$ cat src/rtl/hazard_ctrl_pkg.sv
// Shared encodings for the hazard unit, forwarding unit and E-stage operand muxes.
package hazard_ctrl_pkg;

    localparam logic [1:0] FWD_REG  = 2'b00;
    localparam logic [1:0] FWD_W    = 2'b01;
    localparam logic [1:0] FWD_M    = 2'b10;
    localparam logic [4:0] REG_ZERO = 5'd0;

    typedef enum logic {
        ST_INIT = 1'b0,
        ST_RUN  = 1'b1
    } init_state_e;

    // E-stage operand select: the younger M-stage result wins over W.
    function automatic logic [1:0] fwd_sel(
        input logic       reg_write_m,
        input logic [4:0] write_reg_m,
        input logic       reg_write_w,
        input logic [4:0] write_reg_w,
        input logic [4:0] src
    );
        if (reg_write_m && (write_reg_m != REG_ZERO) && (write_reg_m == src))
            return FWD_M;
        else if (reg_write_w && (write_reg_w != REG_ZERO) && (write_reg_w == src))
            return FWD_W;
        else
            return FWD_REG;
    endfunction

endpackage

$ cat src/rtl/hazard_ctrl_mdu_busy_ctr.sv
// Tracks an in-flight multi-cycle MDU operation: load on start, count down to idle.
module mdu_busy_ctr #(
    parameter int MDU_LATENCY = 32
) (
    input  logic clk,
    input  logic rst_n,
    input  logic start,
    output logic busy
);
    localparam int CW = $clog2(MDU_LATENCY + 1);

    logic [CW-1:0] cnt_q, cnt_d;

    // A start while busy simply reloads; legal flow never does this.
    always_comb begin
        cnt_d = cnt_q;
        if (start)
            cnt_d = CW'(MDU_LATENCY);
        else if (cnt_q != '0)
            cnt_d = cnt_q - CW'(1);
    end

    always_ff @(posedge clk or negedge rst_n) begin
        if (!rst_n) cnt_q <= '0;
        else        cnt_q <= cnt_d;
    end

    assign busy = (cnt_q != '0);

endmodule

$ cat src/rtl/hazard_ctrl.sv
// Hazard detection, stall/flush and forwarding control for the 5-stage MIPS pipeline,
// including post-reset pipeline clearing and MDU busy stalls.
module hazard_ctrl
    import hazard_ctrl_pkg::*;
#(
    parameter int INIT_FLUSH_CYCLES = 2,
    parameter int MDU_LATENCY       = 32
) (
    input  logic       clk,
    input  logic       rst_n,
    input  logic [4:0] RsD,
    input  logic [4:0] RtD,
    input  logic [4:0] RsE,
    input  logic [4:0] RtE,
    input  logic [4:0] WriteRegE,
    input  logic [4:0] WriteRegM,
    input  logic [4:0] WriteRegW,
    input  logic       RegWriteE,
    input  logic       RegWriteM,
    input  logic       RegWriteW,
    input  logic       MemtoRegE,
    input  logic       MemtoRegM,
    input  logic       BranchD,
    input  logic       PCSrcD,
    input  logic       JumpD,
    input  logic       MduOpD,
    input  logic       MduStartE,
    output logic       StallF,
    output logic       StallD,
    output logic       FlushD,
    output logic       FlushE,
    output logic       ForwardAD,
    output logic       ForwardBD,
    output logic [1:0] ForwardAE,
    output logic [1:0] ForwardBE,
    output logic       MduBusy
);
    localparam int INIT_W = $clog2(INIT_FLUSH_CYCLES + 1);

    init_state_e     state_q, state_d;
    logic [INIT_W-1:0] init_cnt_q, init_cnt_d;

    logic initstall, lwstall, branchstall, mdustall, stall;
    logic hz_e, hz_m;

    // The D/E register has no reset, so bubbles are forced until the pipe is clean.
    always_comb begin
        state_d    = state_q;
        init_cnt_d = init_cnt_q;
        if (state_q == ST_INIT) begin
            init_cnt_d = init_cnt_q - INIT_W'(1);
            if (init_cnt_q == INIT_W'(1))
                state_d = ST_RUN;
        end
    end

    always_ff @(posedge clk or negedge rst_n) begin
        if (!rst_n) begin
            state_q    <= ST_INIT;
            init_cnt_q <= INIT_W'(INIT_FLUSH_CYCLES);
        end else begin
            state_q    <= state_d;
            init_cnt_q <= init_cnt_d;
        end
    end

    assign initstall = (state_q == ST_INIT);

    mdu_busy_ctr #(
        .MDU_LATENCY (MDU_LATENCY)
    ) u_mdu_busy_ctr (
        .clk   (clk),
        .rst_n (rst_n),
        .start (MduStartE & ~initstall),
        .busy  (MduBusy)
    );

    // lwstall keeps $0 matches: an extra bubble is cheaper than the compare.
    assign lwstall  = MemtoRegE & ((RtE == RsD) | (RtE == RtD));
    assign mdustall = MduOpD & (MduBusy | MduStartE);

    assign hz_e = RegWriteE & (WriteRegE != REG_ZERO) & ((WriteRegE == RsD) | (WriteRegE == RtD));
    assign hz_m = MemtoRegM & (WriteRegM != REG_ZERO) & ((WriteRegM == RsD) | (WriteRegM == RtD));
    assign branchstall = BranchD & (hz_e | hz_m);

    assign stall  = initstall | lwstall | branchstall | mdustall;
    assign StallF = stall;
    assign StallD = stall;
    assign FlushE = stall;
    assign FlushD = (PCSrcD | JumpD) & ~stall;

    assign ForwardAD = RegWriteM & (WriteRegM != REG_ZERO) & (WriteRegM == RsD);
    assign ForwardBD = RegWriteM & (WriteRegM != REG_ZERO) & (WriteRegM == RtD);
    assign ForwardAE = fwd_sel(RegWriteM, WriteRegM, RegWriteW, WriteRegW, RsE);
    assign ForwardBE = fwd_sel(RegWriteM, WriteRegM, RegWriteW, WriteRegW, RtE);

endmodule

$ cat config.mk
export PLATFORM = sky130hd
export DESIGN_NAME = hazard_ctrl
export DESIGN_NICKNAME = d
export VERILOG_FILES = /design/src/rtl/hazard_ctrl_pkg.sv /design/src/rtl/hazard_ctrl_mdu_busy_ctr.sv /design/src/rtl/hazard_ctrl.sv
export SDC_FILE = /design/constraint.sdc
export NUM_CORES = 1
export LEC_CHECK = 0
export CAP_MARGIN = 15
export CORE_ASPECT_RATIO = 1.1
export CORE_MARGIN = 2
export CORE_UTILIZATION = 43
export DETAILED_ROUTE_END_ITERATION = 8
export GPL_ROUTABILITY_DRIVEN = 0
export HOLD_SLACK_MARGIN = 0.05
export MAX_ROUTING_LAYER = met4
export PLACE_DENSITY = 0.95
export SYNTH_ARGS = -nofsm -noshare
export SYNTH_HDL_FRONTEND = slang
export SYNTH_SLANG_ARGS = --single-unit
$ cat constraint.sdc
create_clock -name clk -period 3.4 [get_ports clk]
set_input_delay 0.51 -clock clk [delete_from_list [all_inputs] [get_ports clk]]
set_output_delay 0.51 -clock clk [all_outputs]
set_load 0.01 [all_outputs]
==> results.tsv <==
stage	metric	value	unit
status	status	completed	
power	swShare	0.382	
setup_path	cp-start-kind	input pin	
finish	layout_commonest_cell	clkdlybuf4s50_1	
floorplanning	die_w	53.3	µm
setup_path	arrival	2730	ps
setup_path	cp_cell_sequence	clkdlybuf4s50_1 -> or4_1 -> o211ai_1 -> a21oi_1 -> or3_1 -> clkdlybuf4s50_1	
cts	cts_tree	done	
finish	fin_nets	240	
floorplanning	die_y	58.2	µm
synthesis	ys_types	29	
cts	cts_resized	0	
cts	htreeDepth	1	
global_routing	grt-ovfl-total	0	
sta	finalSetupViolations	0	
power	leakagePower	0.670	nW
finish	layout_common_cells	clkdlybuf4s50_1, xor2_1, xnor2_1	
sta	whs	491	ps
cts	cts.root.buffer_cell	clkbuf_4	
global_routing	grt_max_degree	10	
power	clkPwrFrac	0.149	
hold_path	hp-class	reg -> reg	
synthesis	seq_area_frac_synth	0.197	
sta	layout_setup_ws	160	ps
setup_path	r2r_slack	2000	ps
cts	clkTransAtPathRegs	60	ps
global_routing	antenna_found_initial	0	
setup_path	worst_ep_required_time	2890	ps
placement	hpwlAfterDp	2740	µm
setup_path	crit_fanout	3	
routing	ant_nets	0	
setup_path	critical_path.startpoint	WriteRegE[1]	
routing	drc_errors	0	
floorplanning	start_util	0.455	
routing	wl_per_cell	14.5	µm
setup_path	end_kind	primary output	
floorplanning	core	2520	µm²
global_routing	grt_use_total	0.236	
routing	vias	1211	
setup_path	critPathBufInv	2	
placement	dp_slack	166	ps
synthesis	synth.avg_cell_area	8.44	µm²
power	p_per_area	329	nW/µm²
setup_path	r2r_cells	6	
sta	fin_skew	7.05	ps
routing	initialDrtViolationCount	23	
finish	syn_to_final_growth	51.6	%
power	switchingPower	219	µW
sta	fmax	309	MHz
setup_path	r2r-end	u_mdu_busy_ctr.cnt_q[2]	
cts	cts-hold-fix-buffers	0	
hold_path	hold_end	init_cnt_q[0]	
cts	clkSinkCount	9	
power	p_int	353	µW
finish	fin_util	0.690	
placement	portBuffers	57	
floorplanning	io_pins	58	
cts	clock_path_buffers	2	
cts	clk_latency	270	ps
power	peakVddDrop	0.267	mV
flow_run	maxCapViolCount	0	
synthesis	postSynthCellCount	136	
synthesis	synth-seq-cells	9	
cts	post-cts-setup-buffers	0	
synthesis	syn_nets	186	
global_routing	grt_pass1_vias	1247	
sta	grt_setup_unrepaired	false	
routing	via_per_inst	5.50	
finish	n_antenna_cell	0	
synthesis	yosys_warnings	0	
sta	max-slew-margin-rel	0.735	
power	p_total	572	µW
sta	min_period	3240	ps
synthesis	syn_area	1150	µm²
cts	numCtsBuffers	3	
setup_path	slowest_delay	540	ps
sta	slew_violations	0	
setup_path	crit_top_cell	clkdlybuf4s50_1	
power	p_seq_frac	0.294	
global_routing	grt_pass1_wl	5240	µm
sta	hold_viol	0	
sta	finalCritPeriodShare	0.953	
routing	firstDrtPassIters	4	
sta	tightest_slew	396	ps
setup_path	critical-path-top-delay-family	buffers and inverters	
floorplanning	dieArea	3100	µm²
sta	finalSetupTns	0	ps
hold_path	hold_depth	1	
setup_path	r2r_start	u_mdu_busy_ctr.cnt_q[0]	
hold_path	hold_path.startpoint	init_cnt_q[0]	
floorplanning	rows	19	
setup_path	cp_slowest_cell	or4_1	
setup_path	path_class	in -> out	
finish	final_layout_size_suffix_gt1_frac	0.0582	
power	comb_power_share	0.557	
routing	totalWireLength	3200	µm
[cell families (layout without fill, tap and decap cells)]
| family | after synthesis | after routing | share of synthesized area |
|---|---|---|---|
| mux | 2 | 2 | 0.0196 |
| compound gates | 9 | 9 | 0.0523 |
| flops | 9 | 9 | 0.197 |
| buf+inv | 11 | 64 | 0.0480 |
| simple gates | 48 | 48 | 0.238 |
| xor+xnor | 54 | 54 | 0.412 |
| fa+ha+maj | 3 | 3 | 0.0327 |
[power groups by stage]
stage	sequential, mW	clock (mW)	combinational [mW]
after floorplan	0.163	0	0.201
after global placement	0.166	0	0.299
after detailed placement	0.170	0	0.316
after CTS	0.169	0.0874	0.320
after global routing	0.172	0.0897	0.349
final	0.168	0.0853	0.319
[layout make-up]
type / instances / area (µm²)
Clock buffer: 4 / 26.3
Fill cell: 184 / 781
Inverter: 3 / 11.3
Multi-Input combinational cell: 116 / 866
Sequential cell: 9 / 226
Tap cell: 31 / 38.8
Timing Repair Buffer: 57 / 571
[Yosys cell counts, drive strengths merged]
library cell / instances / share of area
nand3b: 1 / 0.017
nand2: 6 / 0.020
dfstp: 1 / 0.023
a21oi: 3 / 0.013
and2: 1 / 0.0055
nand4: 1 / 0.0055
nor3: 6 / 0.036
o31ai: 1 / 0.0065
a21o: 1 / 0.0076
nor4: 8 / 0.044
o21ai: 2 / 0.012
mux2: 2 / 0.020
a211oi: 1 / 0.0065
xnor2: 20 / 0.15
nor2: 9 / 0.029
xor2: 34 / 0.26
o211ai: 1 / 0.0065
dfrtp: 8 / 0.17
nand3: 10 / 0.044
or2: 1 / 0.0055
buf: 8 / 0.038
ha: 3 / 0.033
or3: 1 / 0.0055
inv: 3 / 0.0098
or4: 4 / 0.026
[how the worst max path moves through the flow]
stage / depth (start not counted) / end / slack (ps)
after floorplan: 5 / StallD / 1110
after global placement: 6 / StallD / 330
after detailed placement: 6 / StallF / 170
after CTS: 6 / StallF / 170
after global routing: 6 / StallF / 100
final: 6 / StallF / 160
[sequential cells by signal (all words and copies together), names as in the netlist]
signal,cells
u_mdu_busy_ctr.cnt_q,6
init_cnt_q,2
state_q,1
[stage by stage]
stage                     cell area, µm²  std cells
final                               1740        220
after global routing                1740        220
after CTS                           1740        220
after detailed placement            1710        216
after global placement              1710        216
after floorplan                     1150        136
[per-layer routing]
| layer | GRT usage | wire [µm] | vias up | part of all wire |
|---|---|---|---|---|
| met5 | - | 0 | - | 0 |
| met1 | 0.232 | 1140 | 561 | 0.36 |
| met4 | 0.183 | 178 | 0 | 0.056 |
| li1 | - | - | 565 | - |
| met2 | 0.411 | 1660 | 69 | 0.52 |
| met3 | 0.0232 | 219 | 16 | 0.068 |
No activity file was read; power rests on OpenSTA's default activity.
